===== src/rtl/io_stim_monitor.sv =====
// io_stim_monitor: run-control and I/O harness for the miniSRC CPU (stimulus table, stop control, out-port log FIFO).
// Optional feature macro: STIM_LOOP_EN (stimulus table replays cyclically for the whole run).
module io_stim_monitor #(
  parameter int DATA_W     = 32,
  parameter int STIM_DEPTH = 8,
  parameter int LOG_DEPTH  = 16,
  parameter int TIMEOUT    = 4096
) (
  input  logic                          clock,
  input  logic                          reset,
  input  logic                          start,
  input  logic                          stim_wr_en,
  input  logic [$clog2(STIM_DEPTH)-1:0] stim_wr_addr,
  input  logic [DATA_W-1:0]             stim_wr_data,
  input  logic [$clog2(STIM_DEPTH):0]   stim_len,
  input  logic                          run,
  input  logic                          in_ack,
  input  logic [DATA_W-1:0]             outPortData,
  output logic                          stop,
  output logic                          inPort_en,
  output logic [DATA_W-1:0]             inPortDataIn,
  input  logic                          log_rd_en,
  output logic [DATA_W-1:0]             log_rd_data,
  output logic                          log_empty,
  output logic [$clog2(LOG_DEPTH):0]    log_count,
  output logic                          log_overflow,
  output logic                          done,
  output logic                          timed_out,
  output logic [31:0]                   cycle_count
);
  localparam int          SA       = $clog2(STIM_DEPTH);
  localparam int          LA       = $clog2(LOG_DEPTH);
  localparam logic [31:0] CYC_LAST = 32'(TIMEOUT - 1);
  localparam logic [SA:0] LEN_ONE  = (SA+1)'(1);
  localparam logic [SA:0] LEN_MAX  = (SA+1)'(STIM_DEPTH);
  localparam logic [LA:0] LOG_FULL = (LA+1)'(LOG_DEPTH);

  typedef enum logic [1:0] {ST_IDLE, ST_RUN, ST_HALTED, ST_TIMEOUT} state_t;

  state_t              r_state;
  logic [DATA_W-1:0]   r_stim [STIM_DEPTH];
  logic [SA-1:0]       r_ptr;
  logic                r_stop;
  logic                r_in_en;
  logic                r_done;
  logic                r_timed_out;
  logic [31:0]         r_cycles;

  logic [DATA_W-1:0]   r_log [LOG_DEPTH];
  logic [DATA_W-1:0]   r_shadow;
  logic [LA-1:0]       r_wr_ptr;
  logic [LA-1:0]       r_rd_ptr;
  logic [LA:0]         r_count;
  logic                r_overflow;

  logic [SA:0]         w_len;
  logic [SA-1:0]       w_last;
  logic                w_change;
  logic                w_full;
  logic                w_pop;
  logic                w_push;

  // NOTE: every branch assigns w_len, so no latch can be inferred here.
  always_comb begin
    if (stim_len == '0)          w_len = LEN_ONE;
    else if (stim_len > LEN_MAX) w_len = LEN_MAX;
    else                         w_len = stim_len;
  end
  assign w_last = SA'(w_len - LEN_ONE);

  // NOTE: storage arrays carry no reset; pointers and counts alone define which entries are valid.
  always_ff @(posedge clock) begin
    if (stim_wr_en) r_stim[stim_wr_addr] <= stim_wr_data;
  end

  // NOTE: all state here uses non-blocking assignment so every register sees pre-edge values.
  always_ff @(posedge clock or posedge reset) begin
    if (reset) begin
      r_state     <= ST_IDLE;
      r_stop      <= 1'b1;
      r_in_en     <= 1'b0;
      r_ptr       <= '0;
      r_done      <= 1'b0;
      r_timed_out <= 1'b0;
      r_cycles    <= '0;
    end else begin
      case (r_state)
        ST_RUN: begin
          if (!run) begin
            r_state <= ST_HALTED;
            r_done  <= 1'b1;
            r_stop  <= 1'b1;
            r_in_en <= 1'b0;
          end else begin
            if (r_cycles != '1) r_cycles <= r_cycles + 32'd1;
            if (r_cycles == CYC_LAST) begin
              r_state     <= ST_TIMEOUT;
              r_timed_out <= 1'b1;
              r_stop      <= 1'b1;
              r_in_en     <= 1'b0;
            end
          end
          if (in_ack && r_in_en) begin
            if (r_ptr != w_last) r_ptr <= r_ptr + SA'(1);
`ifdef STIM_LOOP_EN
            else                 r_ptr <= '0;
`else
            else                 r_in_en <= 1'b0;
`endif
          end
        end
        default: begin
          if (start) begin
            r_state     <= ST_RUN;
            r_stop      <= 1'b0;
            r_in_en     <= 1'b1;
            r_ptr       <= '0;
            r_cycles    <= '0;
            r_done      <= 1'b0;
            r_timed_out <= 1'b0;
          end
        end
      endcase
    end
  end

  // A change is pushed unless full without a simultaneous pop; the shadow tracks every value regardless.
  assign w_change = (outPortData != r_shadow);
  assign w_full   = (r_count == LOG_FULL);
  assign w_pop    = log_rd_en && (r_count != '0);
  assign w_push   = w_change && (!w_full || w_pop);

  always_ff @(posedge clock) begin
    if (w_push) r_log[r_wr_ptr] <= outPortData;
  end

  always_ff @(posedge clock or posedge reset) begin
    if (reset) begin
      r_shadow   <= '0;
      r_wr_ptr   <= '0;
      r_rd_ptr   <= '0;
      r_count    <= '0;
      r_overflow <= 1'b0;
    end else begin
      r_shadow <= outPortData;
      if (w_push) r_wr_ptr <= r_wr_ptr + LA'(1);
      if (w_pop)  r_rd_ptr <= r_rd_ptr + LA'(1);
      if (w_push && !w_pop)      r_count <= r_count + (LA+1)'(1);
      else if (!w_push && w_pop) r_count <= r_count - (LA+1)'(1);
      if (w_change && !w_push) r_overflow <= 1'b1;
    end
  end

  assign stop         = r_stop;
  assign inPort_en    = r_in_en;
  assign inPortDataIn = (r_state == ST_RUN) ? r_stim[r_ptr] : '0;
  assign log_rd_data  = r_log[r_rd_ptr];
  assign log_empty    = (r_count == '0);
  assign log_count    = r_count;
  assign log_overflow = r_overflow;
  assign done         = r_done;
  assign timed_out    = r_timed_out;
  assign cycle_count  = r_cycles;

endmodule


===== config.mk =====
export PLATFORM = sky130hd
export DESIGN_NAME = io_stim_monitor
export DESIGN_NICKNAME = d
export VERILOG_FILES = /design/src/rtl/io_stim_monitor.sv
export SDC_FILE = /design/constraint.sdc
export NUM_CORES = 1
export LEC_CHECK = 0
export CAP_MARGIN = 5
export CORE_MARGIN = 2
export CORE_UTILIZATION = 40
export DETAILED_ROUTE_END_ITERATION = 8
export PLACE_DENSITY = 0.6
export SLEW_MARGIN = 10
export SYNTH_ARGS = -nofsm -noshare
export SYNTH_HDL_FRONTEND = slang
export SYNTH_SLANG_ARGS = --single-unit

===== constraint.sdc =====
create_clock -name clock -period 4.95 [get_ports clock]
set_clock_uncertainty 0.15 [all_clocks]
set_input_delay 0.495 -clock clock [delete_from_list [all_inputs] [get_ports clock]]
set_output_delay 0.495 -clock clock [all_outputs]
set_load 0.02 [all_outputs]

==> results of run 1 <==
final cells by class:
type                    instances  share of cell area, %
multi-input cells             599                   19.2
inverters                      15                  0.148
clock buffers                 115                   6.14
flip-flops and latches        855                   63.7
well taps                    1070                   3.37
repair buffers                243                   6.11
clock inverters                52                   1.37
cell usage after synthesis (2+ instances only):
library cell,n
edfxtp_1,768
mux4_2,224
dfrtp_1,86
nor2_1,77
xnor2_1,53
clkbuf_1,39
mux2i_1,34
nand2_1,29
and3_1,21
nand3_1,20
nand4_1,19
xor2_1,19
inv_1,15
buf_2,14
buf_1,12
ha_1,12
nor3_1,12
o21ai_0,10
nor4_1,9
a21oi_1,8
and2_1,6
nor2b_1,5
nand2b_1,4
nor3b_1,4
a211oi_1,3
a21o_1,2
a31oi_1,2
and4_2,2
buf_6,2
mux2_2,2
nor4b_1,2
or3_1,2
or4_4,2
power by group through the flow:
stage	Combinational, W	Clock (W)	Sequential [W]
after floorplan	0.00417	0	0.00929
after global placement	0.00638	0	0.00966
after detailed placement	0.00642	0	0.00972
after CTS	0.00645	0.00686	0.00957
after global routing	0.00672	0.00713	0.00965
final	0.00630	0.00671	0.00955
through the flow:
step	utilization [%]	instances	area (um2)	power, W	hold WS, ns
2_1_floorplan	-	1537	33100	0.0135	0.342
3_3_place_gp	44.7	2782	36700	0.0160	0.301
3_5_place_dp	44.7	2782	36700	0.0161	0.304
4_1_cts	48.3	2949	39700	0.0229	0.206
5_1_grt	48.3	2949	39700	0.0235	0.233
6_report	48.3	2949	39700	0.0226	0.190
per-layer routing:
layer  vias to the layer above  GRT usage, %
met1                      8404          23.3
li1                       6873             -
met5                         -             0
met2                       429          28.8
met3                       129          3.81
met4                         8          4.74
path summary, 6_finish.rpt:
path	endpoint	slack (ns)	cells after the start
setup / recovery	log_rd_data[13]	0.58	4
hold / removal	cycle_count[11]	0.19	2
setup reg to reg	log_count[4]	1.19	11
hold reg to reg	stop	0.31	2
max in group asynchronous	r_rd_ptr[1]	3.65	3
min in group clock	stop	0.31	2
state kept, by name (all words and copies together) (netlist names), 2 cells and up:
name and cells:
r_log 512, r_ptr 3, r_wr_ptr 4, r_shadow 32, r_stim 256, log_count 5
cycle_count 32, r_state 2, r_rd_ptr 4
cells in the final DEF (no fill, tap or decap), types with 8 or more instances in the layout:
cell type / count
clkinvlp_4: 8
buf_12: 11
clkinv_2: 14
buf_4: 48
clkbuf_16: 91
ha_1: 12
nand3_1: 20
nor3_1: 9
clkdlybuf4s50_1: 184
xnor2_1: 53
nor2_1: 71
dfrtp_1: 79
mux2i_1: 34
bufinv_16: 8
and3_2: 16
nor4_1: 9
clkinv_1: 13
clkbuf_1: 17
o21ai_0: 10
inv_1: 14
a21oi_1: 8
edfxtp_1: 768
nand2_1: 29
xor2_1: 19
nand4_1: 19
mux4_2: 224
cell families (layout without fill, tap and decap cells):
family                     count (synthesis)  count (layout)
AOI/OAI and AO/OA                         32              32
DFF                                      855             855
and+or+nand+nor                          222             222
xor gates and xnor gates                  72              72
adders and majority gates                 13              13
muxes                                    260             260
buffers and inverters                     83             425
==> flow_summary.toml, run 1 <==
[status]
status = "completed"

[yosys]
yosysSeqAreaShare_pct = 76.2
synth_warnings = 0
yosys-top-cells-area = "edfxtp_1 (70%), mux4_2 (15%), dfrtp_1 (6.5%)"
synth-xor-area-share_pct = 1.90
synth_fp_nets = 1628
synth_cells = 1537
synthMuxAreaShare_pct = 16.3
synth_area_um2 = 33100
ys_ff_latch = 855
yosys.area.top_type_share_pct = 69.6
synth_top_family_by_area = "multiplexers"
synth.largest_area_cell = "edfxtp_1"
yosys.cell_types.count = 51
synthAdderAreaFrac_pct = 0.514
synth_edf_count = 768
yosys.area_share.simple_pct = 3.42
avgSynthCellArea_um2 = 21.6
synth_ff_type = "edfxtp_1"
synth_compound_area_share_pct = 0.597
ys_async_sr_fraction_pct = 10.2

[floorplanning]
dieArea_um2 = 85200
die_y_um = 292
die_x_um = 292
initial_core_util_pct = 40.4
io_pins = 185
core-area_um2 = 82100
rows = 105

[power]
pwr-share-seq_pct = 42.3
power_switching_share_pct = 29.3
irDropWorstVdd_v = 0.000434
p_sw_w = 0.00662
p_per_area_nw_per_um2 = 569
clockPowerShare_pct = 29.7
power_leakage_nw = 12.8
power_frac_comb_pct = 27.9
internal_power_w = 0.0160

[setup_path]
crit_path_end_kind = "primary output"
reg2reg_from = "log_count[0]"
cp_cell_sequence = "buf_4, mux4_2, mux4_2, clkdlybuf4s50_1"
worstSetupPathType = "flip-flop to primary output"
cp_data_arrival_time_ns = 3.73
critical_path_buf_inv_count = 2
path_delay_family = "multiplexers"
cp_common_cell = "mux4_2"
startpoint_type = "flip-flop"
cp_slowest_stage_delay_ns = 1.04
critical_path_peak_fanout = 37
cp_data_required_time_ns = 4.30
startpoint = "r_rd_ptr[0]"
crit_slowest_cell = "dfrtp_4"

[layout]
antenna_cells = 0
seq_area_um2 = 25300
final_nets = 1895
fill_cells = 6602
synthToLayoutAreaGrowth_pct = 19.7
multi_input_area_um2 = 7620
drive_gt1_share_pct = 24.9

[routing]
vias = 15843
drt_iter0_drc = 1301
first_pass_iters = 5
drt_wl_total_um = 73100
dr.max_layer_used = "met5"
drc = 0
wl_met2_um = 36300
viasPerCell = 5.37
wire_per_inst_um = 24.8
met1_length_um = 30900
ant_nets = 0
wl_met3_um = 3940

[cts]
cts-resized-gates = 0
post_cts_buffers = 0
clock-sinks = 855
cts_buffer_depth = 3
cts_made_buffers = 90
cts_tree = "yes"
clock_latency_ns = 0.64
cts.clk_slew.worst_paths_ns = 0.06
hold_buffers = 0
cts-root-buf = "clkbuf_16"
h-tree-depth = 3

[global_route]
antenna_found_initial = 4
track_usage_pct = 17.4
grt_pass1_wl_um = 110000
overflow = 0
grt_pass1_vias = 16810
grt_start_max_net_pins = 53

[hold_path]
holdCritPathClass = "input pin to asynchronous set/reset pin"

[sta]
setup_ws_ns = 0.578
worst_slew_pin_slew_ns = 1.24
rsz0062_at_grt = "false"
fmax_ghz = 0.229
fin_setup_tns_ns = 0
min_period_over_period_pct = 88.3
slew_headroom_pct = 17.1
drv_slew = 0
finalCriticalPeriod_ns = 4.37
setup_viol = 0
hold_viol = 0

[place]
port_buffers = 184
gp_congestion = 0.790
dp.final_hpwl_um = 41500
place_ws_ns = 0.632

[flow_run]
max-cap-violations = 0
(Power assumes the default switching activity.)
==> run 2, diff against run 1 <==
SETUP_SLACK_MARGIN = 0.2   (was not set)
==> results of run 2 <==
The final DEF is identical to that of run 1; final timing and power are the same.
==> run 3, diff against run 2 <==
CORE_UTILIZATION = 28   (was 40)
PLACE_DENSITY = 0.46   (was 0.6)
clock period = 4.05 ns   (was 4.95 ns; I/O delays follow)
==> run 3 against run 2 <==
Hold slack got worse by 0.16 ns; clock-buffer cell count up 10; clock power is 27% higher; worst setup slack worse by 0.31 ns; critical path type unchanged; highest routed layer unchanged.
==> flow_summary.toml, run 3 (same netlist as run 1, synthesis figures left out) <==
[cts]
cts_buffer_depth = 3
cts-root-buf = "clkbuf_16"
cts_tree = "yes"
cts_made_buffers = 95
cts.clk_slew.worst_paths_ns = 0.06
h-tree-depth = 3
clock_latency_ns = 0.69
clock-sinks = 855
hold_buffers = 0

[routing]
vias = 16249
wire_per_inst_um = 24.5
drt_wl_total_um = 85700
viasPerCell = 4.65
ant_nets = 0
drt_iter0_drc = 1167
drc = 0
first_pass_iters = 7

[layout]
synthToLayoutAreaGrowth_pct = 24.7
largest_reg_flops = 512
regMostFlops = "r_log"
drive_gt1_share_pct = 27.1
final_common_cell = "edfxtp_1"
mostFrequentLayoutCells = "edfxtp_1 (768), mux4_2 (224), clkdlybuf4s50_1 (170)"
final_nets = 1966
final_cells = 3493
post-route-util_pct = 35.1
top_regs = "r_log x512, r_stim x256"

[setup_path]
critical_path_peak_fanout = 10
reg2reg_from = "r_shadow[26]"
worstSetupPathType = "flip-flop to primary output"
cp_slowest_stage_delay_ns = 0.63
path_delay_family = "buffers and inverters"
crit_slowest_cell = "clkdlybuf4s50_1"
cp_cell_sequence = "buf_12, buf_4, clkbuf_16, mux4_2, mux4_2, clkdlybuf4s50_1"
critical_path_buf_inv_count = 4
cp_data_required_time_ns = 3.49
startpoint = "r_rd_ptr[0]"
crit_path_end_kind = "primary output"
cp_data_arrival_time_ns = 3.23
startpoint_type = "flip-flop"
cp_common_cell = "mux4_2"

[flow_run]
max-cap-violations = 0

[place]
dp.final_hpwl_um = 49100
place_ws_ns = 0.152
gp_congestion = 0.759
dp_cells = 3304
port_buffers = 184

[sta]
worst_slew_pin_slew_ns = 0.895
setup_viol = 0
fmax_ghz = 0.264
finalCriticalPeriod_ns = 3.78
slew_headroom_pct = 40.1
min_period_over_period_pct = 93.4
drv_slew = 0
setup_ws_ns = 0.268
rsz0062_at_grt = "true"
fin_setup_tns_ns = 0
hold_viol = 0

[floorplanning]
dieArea_um2 = 121000
die_y_um = 348
die_x_um = 348
initial_core_util_pct = 28.1
core-area_um2 = 118000
io_pins = 185
rows = 126

[power]
pwr-share-seq_pct = 39.7
power_leakage_nw = 13.4
internal_power_w = 0.0201
clockPowerShare_pct = 29.7
p_sw_w = 0.00861
power_frac_comb_pct = 30.6
power_switching_share_pct = 30.0
irDropWorstVdd_v = 0.000350
p_per_area_nw_per_um2 = 694
total_power_w = 0.0287

[global_route]
track_usage_pct = 14.0
grt_pass1_wl_um = 123000
grt_pass1_vias = 17455
overflow = 0
grt_start_max_net_pins = 60
antenna_found_initial = 5

[hold_path]
holdCritPathClass = "input pin to asynchronous set/reset pin"

[status]
status = "completed"
==> run 3: final timing paths <==
| path | endpoint | slack, ns | cells after the start |
|---|---|---|---|
| min | cycle_count[11] | 0.03 | 2 |
| max in group asynchronous | r_rd_ptr[1] | 2.86 | 3 |
| max | log_rd_data[12] | 0.27 | 6 |
| min reg2reg | stop | 0.31 | 2 |
| max reg2reg | log_count[4] | 0.62 | 15 |
| min in group clock | r_shadow[7] | 0.24 | 1 |
==> run 3: repair_timing <==
item,4_1_cts,5_1_grt
resized for setup,9,9
gates cloned,1,4
pin swaps,0,0
endpoints found under the setup margin,47,23
buffers inserted,2,3
==> run 3: routing by layer <==
metal	vias to the layer above	track usage (%)	part of all wire, %
met5	-	0	0.056
met4	8	3.93	2.2
met3	128	3.54	5.4
met2	348	23.7	50
li1	7023	-	-
met1	8742	17.8	42
==> run 3: cell type report <==
class | count | area (um2)
diodes | 2 | 5.00
clock buffers | 125 | 2590
clock inverters | 52 | 505
fillers | 10874 | 76400
inverters | 15 | 58.8
multi-input cells | 599 | 7620
flip-flops and latches | 855 | 25300
well taps | 1536 | 1920
repair buffers | 309 | 3360
==> run 3: power groups by stage <==
stage          logic (W)  clock network, W  registers, W
2_1_floorplan    0.00509                 0        0.0114
3_3_place_gp     0.00871                 0        0.0116
3_5_place_dp     0.00872                 0        0.0117
4_1_cts          0.00884           0.00878        0.0114
5_1_grt          0.00938           0.00913        0.0115
6_report         0.00876           0.00852        0.0114
==> run 3: worst reg2reg max path: cells and delay by family (launching register included) <==
kind / cells / cell delay [ns]
AOI/OAI and AO/OA: 3 / 0.50
xor gates and xnor gates: 3 / 0.55
DFF: 1 / 0.37
buffers and inverters: 4 / 0.68
and+or+nand+nor: 3 / 0.48
adders and majority gates: 2 / 0.52
==> run 3: metrics by stage <==
stage	area [um2]	hold WS (ns)
floorplan	33100	0.286
global placement	38000	0.299
detailed placement	38000	0.305
CTS	41100	0.0200
global route	41300	0.0636
finish	41300	0.0347
